File: config.mk
export PLATFORM = sky130hd
export DESIGN_NAME = ps2_keyboard_rx_flat
export DESIGN_NICKNAME = d
export VERILOG_FILES = /design/src/rtl/ps2_keyboard_rx_if.sv /design/src/rtl/ps2_keyboard_rx.sv /design/src/flat_wrapper.sv
export SDC_FILE = /design/constraint.sdc
export NUM_CORES = 1
export LEC_CHECK = 0
export ABC_AREA = 1
export CAP_MARGIN = 20
export CORE_MARGIN = 8
export CORE_UTILIZATION = 48
export CTS_CLUSTER_DIAMETER = 50
export CTS_CLUSTER_SIZE = 40
export DETAILED_ROUTE_END_ITERATION = 16
export PLACE_DENSITY = 0.68
export RECOVER_POWER = 100
export SETUP_SLACK_MARGIN = 0.1
export SYNTH_ARGS = -nofsm -noshare
export SYNTH_HDL_FRONTEND = slang
export SYNTH_SLANG_ARGS = --single-unit
File: constraint.sdc
create_clock -name clk -period 2.6 [get_ports clk]
set_input_delay 0.52 -clock clk [delete_from_list [all_inputs] [get_ports clk]]
set_output_delay 0.52 -clock clk [all_outputs]
set_load 0.02 [all_outputs]
File: src/rtl/ps2_keyboard_rx_if.sv
// Keyboard-side bundle: raw PS/2 lines in, decoded byte stream and held keycode out.
interface ps2_keyboard_rx_if;
   logic       ps2_clk;
   logic       ps2_data;
   logic [7:0] keycode;
   logic       extended;
   logic       byte_valid;
   logic [7:0] byte_data;
   logic       frame_err;

   modport master (
      output ps2_clk, ps2_data,
      input  keycode, extended, byte_valid, byte_data, frame_err
   );

   modport slave (
      input  ps2_clk, ps2_data,
      output keycode, extended, byte_valid, byte_data, frame_err
   );
endinterface

File: src/rtl/ps2_keyboard_rx.sv
// PS/2 keyboard receiver: synchronize and deglitch the raw lines, frame 11-bit words,
// and track make/break codes into a held keycode for the movement logic downstream.
module ps2_keyboard_rx #(
   parameter int unsigned FILTER_LEN     = 8,
   parameter int unsigned TIMEOUT_CYCLES = 50000
) (
   input logic              clk,
   input logic              rst,
   ps2_keyboard_rx_if.slave bus
);

   localparam int unsigned FW = $clog2(FILTER_LEN + 1);
   localparam int unsigned TW = $clog2(TIMEOUT_CYCLES + 1);

   typedef enum logic [1:0] {IDLE, DATA, PARITY, STOP} state_t;

   logic          clk_s1, clk_s2, dat_s1, dat_s2;
   logic [FW-1:0] filt_cnt;
   logic          clk_filt;
   logic          fall;

   state_t        state, state_n;
   logic [2:0]    bit_cnt, bit_cnt_n;
   logic [7:0]    shreg, shreg_n;
   logic          par_ok, par_ok_n;
   logic [TW-1:0] tcnt, tcnt_n;
   logic          byte_valid, byte_valid_n;
   logic [7:0]    byte_data, byte_data_n;
   logic          frame_err, frame_err_n;
   logic [7:0]    keycode, keycode_n;
   logic          extended, extended_n;
   logic          ext_pend, ext_pend_n;
   logic          brk_pend, brk_pend_n;
   logic          accept, discard;

   // The filtered level follows the synchronized clock only after FILTER_LEN
   // consecutive samples disagree with it; fall fires as the level drops.
   always_ff @(posedge clk) begin
      if (rst) begin
         clk_s1   <= 1'b1;
         clk_s2   <= 1'b1;
         dat_s1   <= 1'b1;
         dat_s2   <= 1'b1;
         filt_cnt <= '0;
         clk_filt <= 1'b1;
         fall     <= 1'b0;
      end else begin
         clk_s1 <= bus.ps2_clk;
         clk_s2 <= clk_s1;
         dat_s1 <= bus.ps2_data;
         dat_s2 <= dat_s1;
         fall   <= 1'b0;
         if (clk_s2 == clk_filt) begin
            filt_cnt <= '0;
         end else if (filt_cnt == FW'(FILTER_LEN - 1)) begin
            clk_filt <= clk_s2;
            filt_cnt <= '0;
            fall     <= clk_filt;
         end else begin
            filt_cnt <= filt_cnt + FW'(1);
         end
      end
   end

   always_ff @(posedge clk) begin
      if (rst) begin
         state      <= IDLE;
         bit_cnt    <= '0;
         shreg      <= '0;
         par_ok     <= 1'b0;
         tcnt       <= '0;
         byte_valid <= 1'b0;
         byte_data  <= '0;
         frame_err  <= 1'b0;
         keycode    <= '0;
         extended   <= 1'b0;
         ext_pend   <= 1'b0;
         brk_pend   <= 1'b0;
      end else begin
         state      <= state_n;
         bit_cnt    <= bit_cnt_n;
         shreg      <= shreg_n;
         par_ok     <= par_ok_n;
         tcnt       <= tcnt_n;
         byte_valid <= byte_valid_n;
         byte_data  <= byte_data_n;
         frame_err  <= frame_err_n;
         keycode    <= keycode_n;
         extended   <= extended_n;
         ext_pend   <= ext_pend_n;
         brk_pend   <= brk_pend_n;
      end
   end

   always_comb begin
      state_n      = state;
      bit_cnt_n    = bit_cnt;
      shreg_n      = shreg;
      par_ok_n     = par_ok;
      byte_valid_n = 1'b0;
      byte_data_n  = byte_data;
      frame_err_n  = 1'b0;
      keycode_n    = keycode;
      extended_n   = extended;
      ext_pend_n   = ext_pend;
      brk_pend_n   = brk_pend;
      accept       = 1'b0;
      discard      = 1'b0;

      if (fall)
         tcnt_n = '0;
      else if (tcnt == TW'(TIMEOUT_CYCLES))
         tcnt_n = tcnt;
      else
         tcnt_n = tcnt + TW'(1);

      if (fall) begin
         case (state)
            IDLE: begin
               if (!dat_s2) begin
                  state_n   = DATA;
                  bit_cnt_n = '0;
               end else begin
                  discard = 1'b1;
               end
            end
            DATA: begin
               shreg_n   = {dat_s2, shreg[7:1]};
               bit_cnt_n = bit_cnt + 3'd1;
               if (bit_cnt == 3'd7)
                  state_n = PARITY;
            end
            PARITY: begin
               par_ok_n = ^{shreg, dat_s2};
               state_n  = STOP;
            end
            STOP: begin
               state_n = IDLE;
               if (dat_s2 && par_ok)
                  accept = 1'b1;
               else
                  discard = 1'b1;
            end
            default: state_n = IDLE;
         endcase
      end else if (state != IDLE && tcnt == TW'(TIMEOUT_CYCLES)) begin
         state_n = IDLE;
         discard = 1'b1;
      end

      if (accept) begin
         byte_valid_n = 1'b1;
         byte_data_n  = shreg;
         if (shreg == 8'hE0) begin
            ext_pend_n = 1'b1;
         end else if (shreg == 8'hF0) begin
            brk_pend_n = 1'b1;
         end else begin
            if (!(shreg inside {8'hAA, 8'hFA, 8'hFE, 8'hEE, 8'hE1, 8'h00, 8'hFF})) begin
               if (!brk_pend) begin
                  keycode_n  = shreg;
                  extended_n = ext_pend;
               end else if (shreg == keycode && ext_pend == extended) begin
                  keycode_n  = '0;
                  extended_n = 1'b0;
               end
            end
            ext_pend_n = 1'b0;
            brk_pend_n = 1'b0;
         end
      end

      if (discard) begin
         frame_err_n = 1'b1;
         ext_pend_n  = 1'b0;
         brk_pend_n  = 1'b0;
      end
   end

   assign bus.keycode    = keycode;
   assign bus.extended   = extended;
   assign bus.byte_valid = byte_valid;
   assign bus.byte_data  = byte_data;
   assign bus.frame_err  = frame_err;

endmodule

File: src/flat_wrapper.sv
// flat-port wrapper written by rule: the top's interface ports become plain ports
module ps2_keyboard_rx_flat 
#(
   parameter int unsigned FILTER_LEN     = 8,
   parameter int unsigned TIMEOUT_CYCLES = 50000
)
  (clk, rst, bus_ps2_clk, bus_ps2_data, bus_keycode, bus_extended, bus_byte_valid, bus_byte_data, bus_frame_err);
  ps2_keyboard_rx_if bus_i ();
  input logic clk;
  input logic rst;
  input wire logic [$bits(bus_i.ps2_clk)-1:0] bus_ps2_clk;
  input wire logic [$bits(bus_i.ps2_data)-1:0] bus_ps2_data;
  output wire logic [$bits(bus_i.keycode)-1:0] bus_keycode;
  output wire logic [$bits(bus_i.extended)-1:0] bus_extended;
  output wire logic [$bits(bus_i.byte_valid)-1:0] bus_byte_valid;
  output wire logic [$bits(bus_i.byte_data)-1:0] bus_byte_data;
  output wire logic [$bits(bus_i.frame_err)-1:0] bus_frame_err;
  assign bus_i.ps2_clk = bus_ps2_clk;
  assign bus_i.ps2_data = bus_ps2_data;
  assign bus_keycode = bus_i.keycode;
  assign bus_extended = bus_i.extended;
  assign bus_byte_valid = bus_i.byte_valid;
  assign bus_byte_data = bus_i.byte_data;
  assign bus_frame_err = bus_i.frame_err;
  ps2_keyboard_rx #(.FILTER_LEN(FILTER_LEN), .TIMEOUT_CYCLES(TIMEOUT_CYCLES)) u_core (.clk(clk), .rst(rst), .bus(bus_i));
endmodule
# Yosys cells after proc, flatten, opt, wreduce, memory -nomap -nowiden
# Cells that the tools add are included.
# word_totals
word_cells	95
out_inout_bits	19
reg_bits	61
# classes
n_reduce_logical	22
eq_ne	22
mux	24
n_bitwise	5
add_sub_neg	3
# ops
operator	n
$eq 8x8->1 const B	8
$add 16x1->16 const B	1
$eq 16x16->1 const B	1
$mux 8	2
$mux 1	14
$reduce_and 2->1	5
$reduce_xor 9->1	1
$eq 8x8->1	1
$logic_not 8->1	1
$mux 2	4
$pmux 2 s4	1
$reduce_bool 7->1	1
$ne 3x3->1 const B	2
$pmux 3 s2	1
$reduce_and 3->1	2
$reduce_bool 2->1	3
$reduce_or 3->1	2
$not 1->1	5
$reduce_and 5->1	1
$add 4x1->4 const B	1
$eq 2x2->1 const B	2
$eq 4x3->1 const B	1
$ne 2x2->1 const B	2
$reduce_or 2->1	2
9 further kinds	12

# Depth between registers and ports, before layout
# Gate-level depths: netlist of run 1.
# logic_depth
word_depth	5
mapped_depth	11
depth_no_buf	10

# Least setup slack after synthesis of run 1
# OpenSTA, ideal clock, no wires.
# synth_timing
kind	register to register
from	register u_core.state[0]
to	register u_core.extended (netlist: u_core.bus.extended)
setup_slack_ns	1.192
period_less_slack_ns	1.408
n_path_buf	0
required_ns	2.469
setup_time_ns	0.131
stages_incl_launch_ff	9
arrival_ns	1.278
cell_sequence	dfxtp_1 > ha_1 > nand3_4 > nor2_4 > nand3_4 > nor2_8 > nand2_4 > nand2_1 > a21oi_2
# synth_between
elab_chain_cells	4
# synth_rtl
element	line	text
from (decl)	ps2_keyboard_rx.sv:22	state_t state, state_n;
from (signal assigned)	ps2_keyboard_rx.sv:80	state <= state_n;
$eq 2x2->1	ps2_keyboard_rx.sv:118	case (state)
$mux 1	ps2_keyboard_rx.sv:118	
$mux 1	ps2_keyboard_rx.sv:117	if (fall) begin
$reduce_and 5->1 (no line)	-	
to (signal assigned)	ps2_keyboard_rx.sv:89	extended <= extended_n;
to (decl)	ps2_keyboard_rx.sv:31	logic extended, extended_n;
# No other way between the ends.
# A chain may end at the register's enable or synchronous reset.

# Worst setup path after layout of run 1
# layout_timing
from	register u_core.keycode[6] (netlist: u_core.bus.keycode[6])
to	output port bus_keycode[6]
# layout_rtl
element	line	text
from (decl)	ps2_keyboard_rx.sv:30	logic [7:0] keycode, keycode_n;
from (signal assigned)	ps2_keyboard_rx.sv:88	keycode <= keycode_n;
to (decl)	flat_wrapper.sv:13	output wire logic [$bits(bus_i.keycode)-1:0] bus_keycode;
# No word-level cell between the ends.

==> results of run 1 <==
## state kept, by name, indices dropped and copies added (netlist names), 2 cells and up
signal / flops
u_core.filt_cnt: 4
u_core.tcnt: 16
u_core.state: 2
u_core.bus.byte_data: 8
u_core.shreg: 8
u_core.bit_cnt: 3
u_core.bus.keycode: 8
## layer usage
metal	up-vias	global-route usage (%)	routed length (microns)
li1	1301	-	-
met1	1123	19.5	3170
met2	42	20.5	2460
met3	8	4.87	287
met4	0	7.80	93
met5	-	0	0
## cell type report
| cell class | count | area, sq um |
|---|---|---|
| inverter | 49 | 186 |
| clock inverter | 7 | 66.3 |
| sequential | 61 | 1220 |
| tap | 75 | 93.8 |
| fill | 593 | 2610 |
| clock buffer | 9 | 124 |
| timing repair buffer | 24 | 228 |
| multi-input combinational | 264 | 1460 |
## where the power goes
group / total, uW / switching, uW / internal (uW)
clock network: 829 / 393 / 437
registers: 947 / 5.45 / 941
logic: 44.2 / 27.1 / 17.1
total: 1820 / 425 / 1390
## stage by stage
step                      utilization [%]  setup slack (ns)  cell area (sq um)
after global placement               53.7             0.672               3220
final                                56.5             0.661               3380
after detailed placement             53.7             0.621               3220
after floorplan                         -              1.19               3000
after global routing                 56.5             0.498               3380
after CTS                            56.9             0.692               3410
## logic make-up after synthesis
logic type,count (synthesis)
flip-flops,61
XOR/XNOR,15
AND/OR/NAND/NOR,150
buffers and inverters,64
AO/OA/AOI/OAI,90
adder cells (fa/ha/maj),9
## cells in the final DEF (no fill, tap or decap), types with 4 or more instances in the layout
cell | synthesis | routed
a21oi_1 | 48 | 50
clkbuf_8 | 0 | 9
clkinv_2 | 0 | 4
dfxtp_1 | 61 | 61
dlygate4sd3_1 | 0 | 20
ha_1 | 9 | 9
inv_1 | 38 | 38
inv_2 | 9 | 9
nand2_1 | 59 | 60
nand2_2 | 5 | 5
nand3_1 | 28 | 28
nand4_1 | 4 | 4
nor2_1 | 31 | 32
nor2_4 | 5 | 5
nor3_1 | 4 | 4
o21ai_0 | 30 | 33
or2_2 | 4 | 4
xnor2_1 | 9 | 9
xor2_1 | 6 | 6
## how the worst max path moves through the flow
stage                                                   from                                 end  depth (start not counted)
after floorplan                 u_core.state[0]$_SDFFE_PP0P_    u_core.bus.extended$_SDFFE_PP0P_                          8
after global placement                                   rst       u_core.filt_cnt[2]$_SDFF_PP0_                          4
after detailed placement                                 rst       u_core.filt_cnt[2]$_SDFF_PP0_                          4
after CTS                 u_core.bus.keycode[0]$_SDFFE_PP0P_                      bus_keycode[0]                          1
after global routing            u_core.shreg[1]$_SDFFE_PP0P_  u_core.bus.keycode[3]$_SDFFE_PP0P_                          9
final                     u_core.bus.keycode[6]$_SDFFE_PP0P_                      bus_keycode[6]                          1
==> flow_summary.ini, run 1 <==
[worst_hold_path]
holdPathEnd = u_core.dat_s2$_SDFF_PP1_
whs_path_depth = 1
hold_start = u_core.dat_s1$_SDFF_PP1_
hp-class = flip-flop to flip-flop

[power_and_ir_drop]
cellLeakagePower_uw = 0.00139
peakVddDrop_mv = 0.362
power_uw = 1820
cellPowerDensity_nw_per_um2 = 538

[synthesis]
syn_area_per_cell_sq_um = 7.71
synth.area.mux_share_pct = 0
synthAdderAreaFrac_pct = 3.76
synth_compound_area_share_pct = 15.7
netlist.area_leader.share_pct = 40.7
synthTopCellsByArea = dfxtp_1 41%, a21oi_1 8.0%, nand2_1 7.4%, o21ai_0 5.0%, inv_1 4.8%
synth.most_common_cell = dfxtp_1
yosys_warnings = 0
synth_top_family_by_area = simple AND/OR/NAND/NOR gates
synth_cell_types = 33
ys.flop_type = dfxtp_1
synthSimpleGateAreaFrac_pct = 25.5
seq_area_frac_synth_pct = 40.7
synth_seq_cells = 61
synth_cells = 389
async_flop_share_pct = 0
synth.largest_area_cell = dfxtp_1
synthXorXnorAreaFrac_pct = 4.38
syn_nets = 402
syn_area_sq_um = 3000
yosys-top-cells-count = 61 x dfxtp_1, 59 x nand2_1, 48 x a21oi_1, 38 x inv_1, 31 x nor2_1
synth_edf_count = 0

[worst_setup_path]
crit_fanout = 3
required_ns = 2.08
crit_path_end_kind = output pin
arrival_ns = 1.42
cp-start-kind = flip-flop
criticalPathCategory = flip-flop to output pin
worst-path-buf-inv = 1
r2r_end = u_core.bus.keycode[3]$_SDFFE_PP0P_
cpPeakStageDelay_ns = 0.69
timing.rr.start = u_core.shreg[1]$_SDFFE_PP0P_
worstPathCellList = dlygate4sd3_1
r2r_cells = 9
cp_top_family = buffers and inverters
r2r_slack_ns = 0.72
cp_slowest_cell = dlygate4sd3_1

[floorplan]
fp-row-count = 28
io-pin-count = 23
die_w_microns = 95.0
fp.dieArea_sq_um = 9030
core_area_sq_um = 5990
initial_core_util_pct = 50.0
die_h_microns = 95.0

[global_routing]
overflow = 0
grt_antenna_before_repair = 0
grt_pass1_vias = 2235
grt.total_usage_pct = 14.7
grt_max_degree = 23
grt_pass1_wl_mm = 10.4

[cts]
cts_sinks = 61
cts_resized = 0
cts-hold-fix-buffers = 0
htree_levels = 3
clk_path_buf_depth = 2
cts_tree = yes
path_clk_slew_ns = 0.07
root_buffer = clkbuf_8
cts_buffers = 9
post-cts-setup-buffers = 0
clk_latency_ns = 0.35

[placed_design]
port_buffers = 22
dp_hpwl_mm = 4.30
dp.cells = 473
gp_congestion = 0.818

[sta]
setup_tns_ns = 0
tightest_slew_ns = 0.873
max_freq_ghz = 0.516
grt_setup_unrepaired = no
relSlewSlack_pct = 41.8
setup_viol = 0
drv_slew = 0
skew_ns = 0.00898
hold_slack_ns = 0.418
fin_crit_sh_pct = 74.6
hold_viol_final = 0
fin_crit_ns = 1.94

[route]
drt_iter0_markers = 104
ant_nets = 0
drc = 0
drt-wirelength-per-cell_microns = 12.3
vias_per_cell = 5.06
firstDrtPassIters = 4
routed_wl_mm = 6.01
vias = 2474

[final_layout]
layout-drive-gt1-share_pct = 11.4
layout.cells.non_filler = 489
area_growth_pct = 12.8
diodes = 0
nNetsFinal = 422

[job]
drv_cap = 0

[outcome]
status = completed
No activity file was read; power rests on OpenSTA's default activity.
==> run 2: changes to the inputs <==
PLACE_DENSITY = 0.7   (was 0.68)
clock period = 1.6 ns   (was 2.6 ns; I/O delays follow)
==> flow_summary.ini, run 2 (synthesis results as in run 1) <==
[outcome]
status = completed

[sta]
relSlewSlack_pct = 68.3
fin_crit_sh_pct = 90.5
setup_viol = 0
max_freq_ghz = 0.690
drv_slew = 0
hold_viol_final = 0
grt_setup_unrepaired = yes
tightest_slew_ns = 0.475
setup_tns_ns = 0
fin_crit_ns = 1.45
timing.final.ws_setup_ns = 0.151
skew_ns = 0.00647

[cts]
path_clk_slew_ns = 0.07
clk_path_buf_depth = 2
clk_latency_ns = 0.34
post-cts-setup-buffers = 0
htree_levels = 3
cts_buffers = 9
root_buffer = clkbuf_8
cts_tree = yes
cts_sinks = 61

[worst_setup_path]
crit_fanout = 9
timing.rr.start = u_core.state[1]$_SDFFE_PP0P_
r2r_end = u_core.bus.keycode[0]$_SDFFE_PP0P_
crit_top_cell = nand3_4
cpPeakStageDelay_ns = 0.36
cp-start-kind = flip-flop
r2r_cells = 8
worstPathCellList = ha_2 -> nand3_4 -> nor2_4 -> nand3_4 -> nor2_8 -> nand2_4 -> nand2_1 -> a21oi_2
arrival_ns = 1.67
r2r_slack_ns = 0.15
crit_path_end_kind = flip-flop
criticalPathCategory = flip-flop to flip-flop
cp_slowest_cell = dfxtp_2
required_ns = 1.82
setup.worst_path.start = u_core.state[1]$_SDFFE_PP0P_

[global_routing]
grt_antenna_before_repair = 0
grt_max_degree = 19
met3_usage_pct = 5.03
overflow = 0
grt_pass1_vias = 2282
top_usage_layer = met2
grt_pass1_wl_mm = 10.3
use_met2_pct = 21.7
grt.total_usage_pct = 14.6
met1_usage_pct = 18.1

[final_layout]
layout-drive-gt1-share_pct = 19.4
diodes = 0
regMostFlops = u_core.tcnt
area_growth_pct = 17.9
layout.cells.non_filler = 502
largest_reg_flops = 16
final_cell_mix = 57 x nand2_1, 50 x dfxtp_1, 48 x a21oi_1
fin_util_pct = 59.0
fillerInstances = 575
nNetsFinal = 435
final_common_cell = nand2_1

[power_and_ir_drop]
power_uw = 2820
peakVddDrop_mv = 0.511
cellPowerDensity_nw_per_um2 = 799
cellLeakagePower_uw = 0.00150

[floorplan]
fp.dieArea_sq_um = 9030
die_w_microns = 95.0
fp-row-count = 28
io-pin-count = 23
die_h_microns = 95.0
initial_core_util_pct = 50.0
core_area_sq_um = 5990

[worst_hold_path]
hold_start = u_core.dat_s1$_SDFF_PP1_
holdPathEnd = u_core.dat_s2$_SDFF_PP1_
hp-class = flip-flop to flip-flop
whs_path_depth = 1

[route]
ant_nets = 0
drt-wirelength-per-cell_microns = 12.3
firstDrtPassIters = 4
drc = 0
vias = 2499
drt_iter0_markers = 131
vias_per_cell = 4.98
routed_wl_mm = 6.15

[job]
drv_cap = 0

[placed_design]
dp.cells = 485
gp_congestion = 0.855
port_buffers = 22
dp_hpwl_mm = 4.52
place_ws_ns = 0.0560
## run 2: worst max-delay path, delay by kind of cell, from the launching register on
kind | cells | cell delay (ns)
AND/OR/NAND/NOR | 6 | 0.72
flip-flops | 1 | 0.36
adder cells (fa/ha/maj) | 1 | 0.21
AO/OA/AOI/OAI | 1 | 0.05
## run 2: through the flow
| stage | hold WS (ns) | instance area [sq um] |
|---|---|---|
| after floorplan | 0.389 | 3000 |
| after global placement | 0.394 | 3330 |
| after detailed placement | 0.397 | 3330 |
| after CTS | 0.414 | 3490 |
| after global routing | 0.422 | 3530 |
| final | 0.410 | 3530 |
## run 2: layer usage
| layer | vias up | routed length, microns |
|---|---|---|
| met5 | - | 0 |
| met4 | 0 | 110 |
| met3 | 11 | 282 |
| met2 | 42 | 2610 |
| met1 | 1123 | 3140 |
| li1 | 1323 | - |
## run 2: area by class of cell
cell class	instances	area [sq um]	area share, %
clock inverters	5	25.0	0.708
well taps	75	93.8	2.66
clock buffers	11	151	4.28
flip-flops and latches	61	1240	35.0
inverters	49	186	5.28
multi-input cells	265	1520	43.0
repair buffers	36	322	9.10
## run 2: worst max-delay path by stage
| stage | to | slack, ns | cells past startpoint |
|---|---|---|---|
| 2_1_floorplan | u_core.bus.extended$_SDFFE_PP0P_ | 0.19 | 8 |
| 4_1_cts | u_core.bus.keycode[3]$_SDFFE_PP0P_ | 0.10 | 9 |
| 5_1_grt | u_core.tcnt[14]$_SDFFE_PP0P_ | 0.03 | 8 |
| 3_3_place_gp | u_core.shreg[6]$_SDFFE_PP0P_ | 0.11 | 5 |
| 6_report | u_core.bus.keycode[0]$_SDFFE_PP0P_ | 0.15 | 8 |
| 3_5_place_dp | u_core.bus.keycode[3]$_SDFFE_PP0P_ | 0.06 | 9 |
## run 2: repair_timing
item / CTS / global route
pin swaps: 0 / 3
cloned: 0 / 1
endpoints found under the setup margin: 30 / 30
gates resized for setup: 26 / 20
hold endpoints to repair: 0 / 0
hold buffers: 0 / 0
## run 2: report_power, final
| group | total, uW | switching (uW) | internal (uW) |
|---|---|---|---|
| clock network | 1200 | 572 | 631 |
| registers | 1540 | 9.25 | 1530 |
| logic | 79.1 | 46.6 | 32.5 |
